--- config.mk ---
export PLATFORM = sky130hd
export DESIGN_NAME = perf_counter_bank
export DESIGN_NICKNAME = d
export VERILOG_FILES = /design/src/rtl/perf_pkg.sv /design/src/rtl/perf_counter_cell.sv /design/src/rtl/perf_counter_bank.sv
export SDC_FILE = /design/constraint.sdc
export NUM_CORES = 1
export LEC_CHECK = 0
export CAP_MARGIN = 10
export CELL_PAD_IN_SITES_DETAIL_PLACEMENT = 0
export CELL_PAD_IN_SITES_GLOBAL_PLACEMENT = 1
export CORE_AREA = 2 2 116 230
export CTS_BUF_LIST = sky130_fd_sc_hd__clkbuf_16
export DETAILED_ROUTE_END_ITERATION = 12
export DIE_AREA = 0 0 118 232
export PLACE_DENSITY = 0.85
export SLEW_MARGIN = 10
export SYNTH_ARGS = -nofsm -noshare
export SYNTH_HDL_FRONTEND = slang
export SYNTH_SLANG_ARGS = --single-unit
--- constraint.sdc ---
create_clock -name clk -period 2.9 [get_ports clk]
set_input_delay 0.58 -clock clk [delete_from_list [all_inputs] [get_ports clk]]
set_output_delay 0.58 -clock clk [all_outputs]
set_load 0.05 [all_outputs]
--- src/rtl/perf_pkg.sv ---
// Shared constants for the performance counter bank: channel map,
// default counter width and the wrap/saturate mode encodings.
package perf_pkg;

  // Channel assignment used by the CPU integration
  localparam int EV_CYCLE      = 0;
  localparam int EV_CONDI_BR   = 1;
  localparam int EV_UNCONDI_BR = 2;
  localparam int EV_STALL      = 3;

  // Default counter width
  localparam int CNT_W_DEFAULT = 32;

  // Arithmetic mode at the all-ones boundary
  localparam bit MODE_WRAP = 1'b0;
  localparam bit MODE_SAT  = 1'b1;

endpackage

--- src/rtl/perf_counter_cell.sv ---
// One event counter channel: enable-gated increment, synchronous clear with
// priority over counting, wrap or saturate at all-ones, sticky overflow flag.
// nxt_o exposes the value the counter will hold after the coming edge so the
// top level can snapshot post-update values.
module perf_counter_cell
  import perf_pkg::*;
#(
  parameter int CNT_W    = CNT_W_DEFAULT,
  parameter bit SATURATE = MODE_WRAP
) (
  input  logic             clk,
  input  logic             rst,
  input  logic             en_i,
  input  logic             clr_i,
  output logic [CNT_W-1:0] nxt_o,
  output logic             ovf_o
);

  logic [CNT_W-1:0] cnt_q;
  logic [CNT_W-1:0] cnt_d;
  logic             ovf_q;
  logic             ovf_d;
  logic             at_max_s;

  assign at_max_s = &cnt_q;

  // Next-state: clear beats increment; all-ones either wraps or holds
  always_comb begin
    cnt_d = cnt_q;
    ovf_d = ovf_q;
    if (clr_i) begin
      cnt_d = {CNT_W{1'b0}};
      ovf_d = 1'b0;
    end else if (en_i) begin
      if (at_max_s) begin
        ovf_d = 1'b1;
        if (SATURATE == MODE_SAT) begin
          cnt_d = cnt_q;
        end else begin
          cnt_d = {CNT_W{1'b0}};
        end
      end else begin
        cnt_d = cnt_q + CNT_W'(1);
      end
    end else begin
      cnt_d = cnt_q;
      ovf_d = ovf_q;
    end
  end

  // Counter and overflow registers with synchronous active-low reset
  always_ff @(posedge clk) begin
    if (!rst) begin
      cnt_q <= {CNT_W{1'b0}};
      ovf_q <= 1'b0;
    end else begin
      cnt_q <= cnt_d;
      ovf_q <= ovf_d;
    end
  end

  assign nxt_o = cnt_d;
  assign ovf_o = ovf_q;

endmodule

--- src/rtl/perf_counter_bank.sv ---
// Bank of NUM_CH event counters with pause gating, a latching halt, atomic
// snapshot into shadow registers and a registered shadow read port.
module perf_counter_bank
  import perf_pkg::*;
#(
  parameter int  NUM_CH   = 4,
  parameter int  CNT_W    = CNT_W_DEFAULT,
  parameter bit  SATURATE = MODE_WRAP,
  localparam int SEL_W    = (NUM_CH > 1) ? $clog2(NUM_CH) : 1
) (
  input  logic              clk,
  input  logic              rst,
  input  logic              pause,
  input  logic              halt,
  input  logic [NUM_CH-1:0] event_i,
  input  logic              clear,
  input  logic              snap,
  input  logic [SEL_W-1:0]  sel,
  output logic [CNT_W-1:0]  rd_data,
  output logic [NUM_CH-1:0] ovf,
  output logic              halted,
  output logic              snap_valid
);

  logic                           halted_q;
  logic                           halted_d;
  logic                           snap_valid_q;
  logic                           snap_valid_d;
  logic [CNT_W-1:0]               rd_data_q;
  logic [CNT_W-1:0]               rd_data_d;
  logic [NUM_CH-1:0][CNT_W-1:0]   shadow_q;
  logic [NUM_CH-1:0][CNT_W-1:0]   shadow_d;
  logic [NUM_CH-1:0][CNT_W-1:0]   nxt_s;
  logic [NUM_CH-1:0]              en_s;
  logic [NUM_CH-1:0]              ovf_s;
  logic                           snap_s;

  // The first halt cycle doubles as a snapshot request
  assign snap_s = snap | (halt & ~halted_q);

  for (genvar k = 0; k < NUM_CH; k++) begin : g_ch
    assign en_s[k] = event_i[k] & ~pause & ~halted_q;

    perf_counter_cell #(
      .CNT_W    (CNT_W),
      .SATURATE (SATURATE)
    ) u_cell (
      .clk   (clk),
      .rst   (rst),
      .en_i  (en_s[k]),
      .clr_i (clear),
      .nxt_o (nxt_s[k]),
      .ovf_o (ovf_s[k])
    );
  end

  // Halt latch, snapshot capture of post-update values, and read mux
  always_comb begin
    halted_d     = halted_q | halt;
    snap_valid_d = snap_valid_q | snap_s;
    shadow_d     = shadow_q;
    rd_data_d    = {CNT_W{1'b0}};
    if (snap_s) begin
      shadow_d = nxt_s;
    end else begin
      shadow_d = shadow_q;
    end
    // AND-OR mux: out-of-range selects match no channel and read 0
    for (int k = 0; k < NUM_CH; k++) begin
      rd_data_d = rd_data_d | ({CNT_W{sel == SEL_W'(k)}} & shadow_q[k]);
    end
  end

  // Control, shadow and readout registers with synchronous active-low reset
  always_ff @(posedge clk) begin
    if (!rst) begin
      halted_q     <= 1'b0;
      snap_valid_q <= 1'b0;
      shadow_q     <= '0;
      rd_data_q    <= {CNT_W{1'b0}};
    end else begin
      halted_q     <= halted_d;
      snap_valid_q <= snap_valid_d;
      shadow_q     <= shadow_d;
      rd_data_q    <= rd_data_d;
    end
  end

  assign rd_data    = rd_data_q;
  assign ovf        = ovf_s;
  assign halted     = halted_q;
  assign snap_valid = snap_valid_q;

endmodule

Word-level counts from Yosys, hierarchy flattened --
Index checks and enable logic that the tools add are counted.
Storage, ports and cells: word-level logic and storage cells 66, bits of input ports 12, output and inout port bits 38, flip-flop bits (word level) 294
Operators by class: $add $sub $neg 4, eq/ne operators 3, reductions and logical operators 10, bitwise operators 22, multiplexer cells 12
Operators by type and width (number):
- 32-bit 2-to-1 mux | 12
- 33-bit AND reduction | 4
- 32-bit by 1-bit adder with 32-bit output (second input constant) | 4
- 32-bit bitwise AND | 4
- 32-bit AND reduction | 4
- 32-bit bitwise OR | 3
- 1-bit bitwise AND | 9
- 2-bit == test (second input constant) | 2
- 1-bit inverter | 3
- 1-bit bitwise OR | 3
- 2-bit by 1-bit == test with 1-bit output (second input constant) | 1
- 2-bit logical NOT | 1
- 2-bit OR reduction | 1

Depth between registers and ports, before layout --
depth in word-level cells 5, mapped depth 8, mapped depth without buffers 6

By module --
From an unflattened synthesis, not the netlist that was laid out.
Unflattened totals: cells, all modules 1578, area, all modules 13794.5 µm²
By module, submodules not included:
- perf_counter_cell | times used 4, area each 1732.9 µm², cells each 217, seq. area each 660.6 µm²
- perf_counter_bank | times used 1, area each 6862.8 µm², cells each 710, seq. area each 3243.1 µm²

Least setup slack after synthesis --
No wires, ideal clock.
kind register to register, start point register halted_q (netlist: halted), end point register g_ch[3].u_cell.cnt_q[14], data arrival time 2106 ps, period minus slack after synthesis 2226 ps, data required time 2780 ps, setup time 120 ps, slack 674 ps, path buffers 3, cell stages (with the launch flop) 9, path through dfxtp_1 > buf_6 > nand4bb_1 > nor4_4 > nand3_1 > o21ai_1 > buf_4 > buf_6 > nor2_1
Between the ends: longest elaborated chain between the ends 4
Ends and longest elaborated chain:
- start, declared | RTL line perf_counter_bank.sv:25 | logic halted_q;
- start signal, assigned | RTL line perf_counter_bank.sv:82 | halted_q <= halted_d;
- 1-bit inverter | RTL line perf_counter_bank.sv:42 | assign en_s[k] = event_i[k] & ~pause & ~halted_q;
- 1-bit bitwise AND | RTL line perf_counter_bank.sv:42
- 32-bit 2-to-1 mux | RTL line perf_counter_cell.sv:34 | end else if (en_i) begin
- 32-bit 2-to-1 mux | RTL line perf_counter_cell.sv:31 | if (clr_i) begin
- end signal, assigned | RTL line perf_counter_cell.sv:54 | cnt_q <= {CNT_W{1'b0}};
- end signal, assigned | RTL line perf_counter_cell.sv:57 | cnt_q <= cnt_d;
- end, declared | RTL line perf_counter_cell.sv:19 | logic [CNT_W-1:0] cnt_q;
Every way passes these cells. A chain may end at the register's enable or synchronous reset.

Worst setup path after layout --
start point register halted_q (netlist: halted), end point output halted
RTL lines:
- end, declared | RTL line perf_counter_bank.sv:21 | output logic halted,
No word-level cell between the ends.

==> reports/summary.md <==
The flow ran to the end, and the final reports show no timing, DRC or antenna violations. The launching element of the worst setup path was halted. Walking the worst path, the cells encountered are clkdlybuf4s50_1.

Nature of the critical path endpoint: an output pin. The register-to-register path setup slack is 510 ps. From synthesis to final layout, the design area changed by 18.1%. By area, the combinational part of the netlist is dominated by simple AND/OR/NAND/NOR gates.

The most critical setup path has its endpoint at halted. The root buffer selected by CTS is sky130_fd_sc_hd__clkbuf_16. Synthesis produced a netlist whose cell count is 1264.

The standby leakage power came out at 4.90 nW. The tools report the maximum level of the CTS H-tree as 1. By area the synthesized netlist is led by sky130_fd_sc_hd__dfxtp_1, sky130_fd_sc_hd__mux4_2, sky130_fd_sc_hd__xor2_1, sky130_fd_sc_hd__nand2_1, sky130_fd_sc_hd__nor2_1.

The floorplan step defined a core boundary enclosing 25700 µm². The run gives 24.7% as the global routing usage summed across all routing layers. Of the total synthesized cell area, the portion taken by full adders, half adders and majority gates is 0.423%.

The number of gates resized after CTS was 0. The via total after detailed routing was 9390; the area share of the leading cell type in the synthesized netlist was 49.7%. The cell at the slowest stage of the critical path is sky130_fd_sc_hd__clkdlybuf4s50_1. The final clock period utilization by the worst path is 97.4%, and the number of buffers on the longest clock path is 3. The floorplan row count came out at 83. The class of the tightest hold or removal check is reg2reg.

The first detailed-routing pass ran for 4 iterations. The tools report the pre-CTS setup slack as 28.9 ps. The die is 118 µm wide.

The run gives 354 MHz as the peak clock frequency supported by timing. The HPWL after detailed placement came out at 25500 µm. Grouping stages by cell kind, the critical path spends the most delay in buffers and inverters. The number of cells on the worst reg-to-reg path is 6. The final layout contains routed wiring with a total length of 33400 µm. The height of the chip is 232 µm, and the final critical-path setup slack is 75.3 ps.

STA puts the critical path data arrival time at 2240 ps. Clock skew on the completed layout was measured at 9.13 ps. The first global-routing pass estimated 52200 µm of wire. The tools report the number of setup violations in the final report as 0.

The worst setup path is launched from a flip-flop. After detailed routing, the number of remaining DRC violations is 0. Post-CTS timing repair inserted 0 buffers for setup. Counting flops with an async set or reset pin after synthesis yields a share of 0%.

After detailed routing, the number of vias per cell comes to 5.50. The logs give 26 for the number of buffers added by the clock tree synthesis step and 294 for the clock sink count. The number of antenna diodes in the final layout is 0. Clock-pin slew was measured on the worst setup and hold paths at 70 ps. Relative max-transition margin: 53.1%.

The final count of pins violating max slew was 0; the maximum fanout along the worst path was 12. The multiplexer fraction of the synthesized cell area is 6.18%, and the overall power is 0.00792 W. The final number of hold-violating endpoints is 0. For the final RePlAce weighted congestion, the log shows 0.893. Of the total synthesized cell area, the portion taken by AND, OR, NAND and NOR gates is 25.1%. The share of layout cells above drive strength 1 works out to 11.9%. Counting distinct cell types in the post-synthesis netlist gives 56. Among all flip-flop cells after synthesis, the most frequent one is sky130_fd_sc_hd__dfxtp_1. The startpoint-to-endpoint class of the critical path was reg2out.

The via count of the first global-routing pass is 9474, and the leftover overflow at the end of global routing is 0. Data on the critical path is required at its endpoint by 2320 ps. By count the netlist is led by sky130_fd_sc_hd__dfxtp_1, sky130_fd_sc_hd__nand2_1, sky130_fd_sc_hd__nor2_1. The worst-case IR drop observed on VDD is 399 µV. The buffer and inverter count on the worst path works out to 1. For this configuration, the core starts out at a cell density of 46.1%.

The run gives 49.7% as the proportion of synthesized chip area in sequential cells. TritonCTS built the clock tree. Average detailed-routed wire length per instance: 19.6 µm. The tools report the endpoint of the most critical register-to-register path as shadow_q[30]. Across the run, the number of max-cap violations was 0.

For this block, the initial DRC count from the detailed router was 436. Once detail routing completed, the nets flagged for antenna violations numbered 0. The number of nets in the synthesized netlist is 1280. Input and output buffers added on the ports amount to 49. The biggest area contributor in the post-synthesis netlist is sky130_fd_sc_hd__dfxtp_1.

The pin count of the biggest net entering global routing was 50. Each instance of the synthesized netlist takes up on average 9.36 µm². The path length in cells of the critical path came out at 1. The worst register-to-register path begins at halted.

The summed negative setup slack over all endpoints was 0 ps; the worst stage delay on the critical path was 930 ps. The number of antenna violations at the first check in global routing is 0, and the Yosys warning count is 0. The routed design could run at a clock period as short as 2820 ps. The synthesized netlist occupies a cell area of 11800 µm². The clock reaches the later pin of the worst-skew pair after 540 ps.

By instance count, the leading cell after synthesis is sky130_fd_sc_hd__dfxtp_1. The synthesized netlist devotes 7.32% of its cell area to compound gates. The total die area was 27400 µm². 50 I/O pins were placed.

Counting flops with a built-in enable in the synthesized netlist gives 0. Post-synthesis xor/xnor area fraction: 8.44%. Number of hold-repair buffers added at the cts stage: 0. Counting flops and latches in the post-synthesis netlist gives 294. The transition at the pin with the smallest max-transition slack was 698 ps. The cell area power density was 566 nW/µm²; the post-layout net count was 1363.

Setup repair after global routing left no endpoint under its margin.
worst min path at each step:
stage | end | depth (start not counted) | slack [ps] | startpoint
floorplan | shadow_q[64] | 2 | 420 | shadow_q[64]
global placement | shadow_q[88] | 2 | 430 | shadow_q[88]
detailed placement | shadow_q[79] | 2 | 440 | shadow_q[79]
CTS | shadow_q[79] | 2 | 450 | shadow_q[79]
global route | shadow_q[77] | 2 | 470 | shadow_q[77]
finish | shadow_q[74] | 2 | 450 | shadow_q[74]
registers in the layout, indices dropped and copies added, names as in the netlist:
register and flops:
g_ch.u_cell.ovf_o 4, halted 1, g_ch.u_cell.cnt_q 128, snap_valid 1, shadow_q 128, rd_data 32
worst reg2reg max path, stage by stage, from the launching register on:
cell and delay (ps):
sky130_fd_sc_hd__dfxtp_1 540, sky130_fd_sc_hd__or3b_1 540, sky130_fd_sc_hd__nor3_2 300, sky130_fd_sc_hd__buf_4 240
sky130_fd_sc_hd__nand4_1 140, sky130_fd_sc_hd__xor2_1 360, sky130_fd_sc_hd__o21ai_0 140
cell type report:
type	instances	area, µm²
Clock inverter	20	203
Sequential cell	294	5890
Fill cell	2369	11700
Tap cell	340	425
Inverter	10	37.5
Multi-Input combinational cell	898	5630
Clock buffer	27	676
Timing Repair Buffer	117	1120
through the flow:
step                      hold WS (ps)  instance area (µm²)  cells  utilization (%)
after floorplan                    420                11800   1264                -
after global placement             433                13100   1659             51.1
after detailed placement           439                13100   1659             51.1
after CTS                          448                14000   1706             54.5
after global routing               466                14000   1706             54.5
final                              448                14000   1706             54.5
power by group:
| part | leakage (nW) | total (W) | internal [W] | switching, W |
|---|---|---|---|---|
| combinational | 2.09 | 0.000278 | 0.000100 | 0.000178 |
| sequential | 2.37 | 0.00405 | 0.00404 | 0.00000969 |
| clock | 0.439 | 0.00359 | 0.00205 | 0.00154 |
routing by layer:
metal	share of wire, %	track usage, %
met5	0	0
met1	35	25.0
met3	3.4	2.65
met4	9.1	19.4
met2	52	45.7
cell usage in the layout, fill, tap and decap left out, drive strengths merged, types with 2 or more instances in the layout:
cell,Yosys,layout
a21oi,7,7
a22oi,9,9
a31oi,4,4
a32oi,3,3
and2,43,43
and3,24,24
and4,11,11
buf,27,69
bufinv,0,4
clkbuf,35,27
clkdlybuf4s50,0,48
clkinv,0,9
clkinvlp,0,3
dfxtp,294,294
ha,4,4
inv,10,14
mux4,32,32
nand2,171,171
nand3,53,53
nand4,62,62
nand4bb,3,3
nor2,157,157
nor2b,15,15
nor3,19,19
nor3b,3,3
nor4,17,17
o21a,3,3
o21ai,123,123
o31a,2,2
or2,2,2
or3b,4,4
or4,3,3
xnor2,32,32
xor2,82,82
cells by family after synthesis:
group,Yosys count
multiplexers,33
AND/OR/NAND/NOR,590
buffers and inverters,72
AO/OA/AOI/OAI,157
flip-flops,294
adder cells (fa/ha/maj),4
XOR/XNOR,114
(Power assumes the default switching activity.)
